[src/rtl/modexp_pkg.sv]
// Shared definitions for the modexp datapath: default width, Montgomery exponent, FSM encoding.
// Used by mm_setup, the mm_mult blocks and mm_exit.
package modexp_pkg;
    localparam int W_DEF = 16;
    localparam int R_EXP = W_DEF;

    typedef enum logic [1:0] {
        IDLE = 2'd0,
        RUN  = 2'd1,
        FIX  = 2'd2,
        DONE = 2'd3
    } state_t;
endpackage

[src/rtl/mm_redc_step.sv]
// One bit-serial REDC step: t_nxt = (t + t[0]*n) >> 1, combinational.
// Sum carried in W+2 bits so the carry out of t+n is never lost.
module mm_redc_step #(
    parameter int W = 16
) (
    input  logic [W:0]   t,
    input  logic [W-1:0] n,
    output logic [W:0]   t_nxt
);
    logic [W+1:0] sum;

    always_comb begin
        sum   = {1'b0, t} + (t[0] ? {2'b00, n} : '0);
        t_nxt = (W+1)'(sum >> 1);
    end
endmodule

[src/rtl/mm_exit.sv]
// Montgomery-domain exit: x = a * 2^-W mod n via W REDC steps plus one conditional subtract.
// Latency W+2 enabled edges from start to ready; ce low freezes everything, start ignored while busy.
module mm_exit
    import modexp_pkg::*;
#(
    parameter int W = W_DEF
) (
    input  logic         clk,
    input  logic         rst,
    input  logic         ce,
    input  logic         start,
    input  logic [W-1:0] n,
    input  logic [W-1:0] a,
    output logic [W-1:0] x,
    output logic         ready,
    output logic         busy,
    output logic         err
);
    localparam int CW = $clog2(W);
    localparam logic [CW-1:0] CNT_LAST = CW'(W - 1);

    state_t         state;
    logic [W:0]     t;
    logic [W:0]     t_nxt;
    logic [W-1:0]   n_q;
    logic [CW-1:0]  cnt;

    mm_redc_step #(.W(W)) u_step (
        .t     (t),
        .n     (n_q),
        .t_nxt (t_nxt)
    );

    always_ff @(posedge clk) begin
        if (rst) begin
            state <= IDLE;
            t     <= '0;
            n_q   <= '0;
            cnt   <= '0;
            x     <= '0;
            ready <= 1'b0;
            busy  <= 1'b0;
            err   <= 1'b0;
        end else if (ce) begin
            case (state)
                IDLE, DONE: begin
                    if (start) begin
                        if (n[0]) begin
                            t     <= {1'b0, a};
                            n_q   <= n;
                            cnt   <= '0;
                            ready <= 1'b0;
                            busy  <= 1'b1;
                            state <= RUN;
                        end else begin
                            // Even modulus has no inverse of R; flag it without running.
                            x     <= '0;
                            err   <= 1'b1;
                            ready <= 1'b1;
                            state <= DONE;
                        end
                    end
                end
                RUN: begin
                    t   <= t_nxt;
                    cnt <= cnt + 1'b1;
                    if (cnt == CNT_LAST)
                        state <= FIX;
                end
                FIX: begin
                    // After W steps t <= n, so one subtract lands in [0, n).
                    x     <= (t >= {1'b0, n_q}) ? W'(t - {1'b0, n_q}) : W'(t);
                    ready <= 1'b1;
                    busy  <= 1'b0;
                    err   <= 1'b0;
                    state <= DONE;
                end
                default: state <= IDLE;
            endcase
        end
    end
endmodule
[config.mk]
export PLATFORM = sky130hd
export DESIGN_NAME = mm_exit
export DESIGN_NICKNAME = d
export VERILOG_FILES = /design/src/rtl/modexp_pkg.sv /design/src/rtl/mm_redc_step.sv /design/src/rtl/mm_exit.sv
export SDC_FILE = /design/constraint.sdc
export NUM_CORES = 1
export LEC_CHECK = 0
export BUFFER_PORTS_ARGS = -buffer_cell sky130_fd_sc_hd__buf_2
export CAP_MARGIN = 5
export CORE_MARGIN = 2
export CORE_UTILIZATION = 45
export CTS_BUF_LIST = sky130_fd_sc_hd__clkbuf_4 sky130_fd_sc_hd__clkbuf_8 sky130_fd_sc_hd__clkbuf_16
export DETAILED_ROUTE_END_ITERATION = 16
export PLACE_DENSITY = 0.64
export SYNTH_ARGS = -nofsm -noshare
export SYNTH_HDL_FRONTEND = slang
export SYNTH_SLANG_ARGS = --single-unit
[constraint.sdc]
create_clock -name clk -period 3.85 [get_ports clk]
set_input_delay 0.1925 -clock clk [delete_from_list [all_inputs] [get_ports clk]]
set_output_delay 0.1925 -clock clk [all_outputs]
set_load 0.005 [all_outputs]
### Word-level counts from Yosys, hierarchy flattened

Index checks and enable logic that the tools add are counted.

| storage, ports and cells | value |
|---|---|
| register bits | 58 |
| bits of input ports | 36 |
| output and inout port bits | 19 |
| logic and storage cells | 54 |

| cells by class | value |
|---|---|
| add/subtract/negate cells | 3 |
| magnitude comparators | 1 |
| equality and inequality tests | 8 |
| muxes and demuxes | 24 |
| reduce and logical (&&, ||, !) cells | 10 |

Operator list:

| operator | number |
|---|---|
| $mux 16 | 4 |
| $mux 17 | 2 |
| $pmux 17 s2 | 1 |
| $pmux 16 s2 | 1 |
| $add 17x16->18 | 1 |
| $ge 17x16->1 | 1 |
| $reduce_and 4->1 | 4 |
| $sub 16x16->16 | 1 |
| $mux 4 | 2 |
| $ne 2x2->1 const B | 4 |
| $pmux 4 s2 | 1 |
| $mux 1 | 6 |
| $mux 2 | 3 |
| $pmux 1 s2 | 3 |
| $pmux 2 s3 | 1 |
| $reduce_and 3->1 | 2 |
| $add 4x1->4 const B | 1 |
| $eq 2x2->1 const B | 2 |
| $eq 4x4->1 const B | 1 |
| $reduce_bool 2->1 | 2 |
| $eq 2x1->1 const B | 1 |
| $logic_not 2->1 | 1 |
| $reduce_or 2->1 | 1 |

### Logic depth before layout (Yosys ltp)

| depth | value |
|---|---|
| word-level depth | 4 |
| gate-level depth with buffers | 11 |

### By module

A second synthesis with hierarchy kept.

| second synthesis, totals | value |
|---|---|
| cells, all modules | 579 |
| area total of the unflattened synthesis | 4,466.8 um2 |

By module, submodules not included:

| module | instances | cells each | area each (um2) |
|---|---|---|---|
| mm_exit | 1 | 437 | 3,497.1 |
| mm_redc_step | 1 | 142 | 969.7 |

### Least setup slack after synthesis

OpenSTA, ideal clock, no wires.

| timing path | value |
|---|---|
| kind | register to register |
| from | register t[0] |
| to | register x[1] |
| library setup time | 0.122 ns |
| arrival | 2.326 ns |
| slack | 1.402 ns |
| stages on the path, launching flop included | 11 |
| path buffers | 2 |
| path through | dfxtp_1 > clkinv_1 > buf_1 > ha_1 > nand2b_1 > a211o_1 > a211o_1 > a21boi_4 > buf_4 > nor3_1 > a311o_1 |

| between the ends | value |
|---|---|
| cells in the longest elaborated chain, start to end | 3 |
| elaborated cells on any way between the ends | 4 |
| classes of those cells | 1 x add/sub; 1 x order compare; 2 x mux |

Ends and longest elaborated chain:

| element | line | source |
|---|---|---|
| start: declaration | mm_exit.sv:23 | `logic [W:0] t;` |
| start signal: assignment | mm_exit.sv:49 | `t <= {1'b0, a};` |
| start signal: assignment | mm_exit.sv:65 | `t <= t_nxt;` |
| $sub 16x16->16 or $ge 17x16->1 (tied branches) | mm_exit.sv:72 | `x <= (t >= {1'b0, n_q}) ? W'(t - {1'b0, n_q}) : W'(t);` |
| $mux 16 * | mm_exit.sv:72 |  |
| $pmux 16 s2 * | mm_exit.sv:45 | `case (state)` |
| end signal: assignment | mm_exit.sv:72 |  |
| end: declaration | mm_exit.sv:14 | `output logic [W-1:0] x,` |

Mark *: on every way between the ends. The rest lies on a longest branch, timed or not.
A chain may end at the register's enable or synchronous reset.

### Worst setup path in the final report

| timing path | value |
|---|---|
| from | register t[0] |
| to | register x[11] |

The elaborated chain is that of the path after synthesis.

==> metrics <==
vias in the first global route=between 3,000 and 4,000; H-tree depth=3; Leak=1.88 nW; Vias/cell=between 5 and 6; DR WL/cell=15.4 um; Netlist cell types=62; Critical Path RT=between 4 and 5 ns; post-synth top area share=27.9%; fin crit period=3.02 ns; layout cells sized above 1=13.9%; final wirelength=10.9 mm; ys flop type=dfxtp_1; post-synthesis cell area=0.00417 mm^2; Final Hold Fails=0; IO Port Bufs=54; Setup CP Type=flop to flop; CP endpoint kind=flop; initial cell density of the core=between 40% and 50%; non-filler cells, final=706; hold_sp=n[2]; Setup TNS=0 ns; Placed Cells=690; Area contributors post-synth=dfxtp_1 28%, ha_1 11%, nand2_1 7.1%; DRC violations left=0; fmax=approximately 330 MHz; pwr dens=about 430 mW/mm^2; FF-to-FF setup slack=between 0.8 and 0.9 ns; combinational power share=35.0%; syn avg cell area=approximately 7.6 um^2; part of the power in registers=32.9%; area leader, netlist=dfxtp_1; Clock Skew=roughly 0.010 ns; ANT nets after route=0; run status=finished, final reports clean; grt total ovfl=0; worst skew pair latency=0.35 ns; TritonCTS buffer count=9; Final Cycle Share=78.4%; Net Sw Frac=between 30 and 40%; Worst IR Drop VDD=about 0.24 mV; RSZ-0062 raised after global routing=false; Final Max Slew Viols=0; Synth Instances=548; CTS tree=yes; CTS max path bufs=2; Min-Delay Path Depth=3; Root Buffer=clkbuf_8; Inserted Diodes=0; first-pass GRT wire length=roughly 18 mm; sequential-to-total area share from yosys stat=27.9%; Final #Nets=664; std cell rows=35; die height=100 um; EDFF count, synth=0; CP Launch Type=flop; Setup Buffers After CTS=0; initial antenna violation count=0; max-cap violation count=0; die area=0.0100 mm^2; Synth top cells by count=79 x nand2_1, 58 x dfxtp_1, 54 x nor2_1; Post-CTS Hold Fix Bufs=0; worst r2r src=t[0]; Switch Pwr=0.000738 W; Worst R2R Path Depth=8; reg-to-reg endpoint=x[11]; most frequent cell after synthesis=nand2_1; die width=100 um; ys async rst share=0%; DR iter-0 viols=190; Synth Warn #=0; Post-Syn Nets=622; I/O pins=55; Layout area overhead=13.2%; Worst Path Max Fanout=17; Clk pwr share=32.1%; pin count of the biggest net entering global routing=46; core area=0.00911 mm^2; RePlAce Congestion=0.897; Worst Hold End=n_q[2]; vias=4,040; Rel. slew slack=between 40 and 50%; Data arrival, critical path=3.27 ns; Int Power=approximately 0.0013 W; register bit total from synthesis=58; post-CTS resize count=0; CTS clk-pin slew, worst paths=0.07 ns; Worst-Margin Slew=~0.83 ns; # setup viols final=0; GRT Util Overall=22.5%; Pre-antenna DRT Iters=5; worst hold path type=primary input to flop; HPWL Detailed=approximately 8.3 mm; Clock Sinks=58
==> power by group through the flow <==
stage / Sequential [W] / Clock, W / Combinational (W)
CTS: 0.000667 / 0.000666 / 0.000708
finish: 0.000668 / 0.000652 / 0.000711
global placement: 0.000679 / 0 / 0.000699
floorplan: 0.000671 / 0 / 0.000569
global route: 0.000673 / 0.000690 / 0.000792
detailed placement: 0.000681 / 0 / 0.000705
==> metrics by stage <==
step	power, W	hold slack, ns	util (%)	setup slack [ns]	area [um^2]
final	0.00203	0.0678	51.8	0.833	4720
after global routing	0.00215	0.0700	51.8	0.566	4720
after CTS	0.00204	0.0655	51.8	0.837	4720
after detailed placement	0.00139	0.440	49.3	0.888	4490
after global placement	0.00138	0.434	49.3	0.972	4490
after floorplan	0.00124	0.328	-	1.40	4170
==> routing by layer <==
| layer | GRT usage [%] | vias to the layer above | part of all wire [%] |
|---|---|---|---|
| li1 | - | 2060 | - |
| met1 | 32.0 | 1840 | 49 |
| met2 | 34.8 | 119 | 43 |
| met3 | 3.62 | 21 | 5.8 |
| met4 | 7.27 | 0 | 2.1 |
| met5 | 0 | - | 0 |
==> cell usage in the layout, fill, tap and decap left out, drive strengths merged, types with 3 or more instances in the layout <==
master   netlist  final
buf            7     58
a2111oi        3      3
and3           4      4
mux2i          8      8
a21o           7      7
o211ai        13     13
o22ai          3      3
a211oi        14     14
clkbuf        20     11
ha            36     36
nor2b          6      6
a31oi          6      6
nand2         79     79
clkinv         1      3
nor3          11     11
a31o           3      3
o31ai          5      5
a21oi         52     52
nor2          54     54
o221ai         5      5
dfxtp         58     58
inv           27     27
nand3         19     19
o21bai         3      3
xor2           5      5
xnor2         18     18
o21a           5      5
o21ai         31     31
nor3b          5      5
and2           4      4
==> area by class of cell <==
cell class / count / area, um^2
clock buffers: 11 / 145
repair buffers: 58 / 300
well taps: 111 / 139
inverters: 28 / 105
multi-input cells: 435 / 2790
fillers: 934 / 4390
flip-flops and latches: 58 / 1160
clock inverters: 5 / 77.6
==> cells by family (layout without fill, tap and decap cells) <==
logic type      after synthesis  after routing  synth area share [%]
simple gates                194            194                  21.0
compound gates              171            171                  27.1
flops                        58             58                  27.9
buf+inv                      55            102                  5.32
fa+ha+maj                    38             38                  11.8
xor+xnor                     23             23                  4.83
mux                           9              9                  2.19
==> critical path, cell delays in order (launching register included) <==
cell      delay (ns)
dfxtp_1         0.37
clkinv_1        0.44
ha_1            0.41
nand2b_1        0.17
a211o_1         0.32
a211o_1         0.34
a21boi_4        0.34
o21ai_0         0.25
o221ai_1        0.27
==> state kept, by name, summed over array words and instances (netlist names) <==
| signal | count |
|---|---|
| ready | 1 |
| x | 16 |
| err | 1 |
| busy | 1 |
| state | 2 |
| n_q | 16 |
| t | 17 |
| cnt | 4 |
==> worst max path at each step <==
stage | slack (ns) | cells after the start | start | end
2_1_floorplan | 1.40 | 10 | t[0] | x[1]
5_1_grt | 0.57 | 8 | t[0] | x[11]
3_5_place_dp | 0.89 | 8 | t[0] | x[11]
3_3_place_gp | 0.97 | 8 | t[0] | x[13]
4_1_cts | 0.84 | 8 | t[0] | x[11]
6_report | 0.83 | 8 | t[0] | x[11]
(Power assumes the default switching activity.)
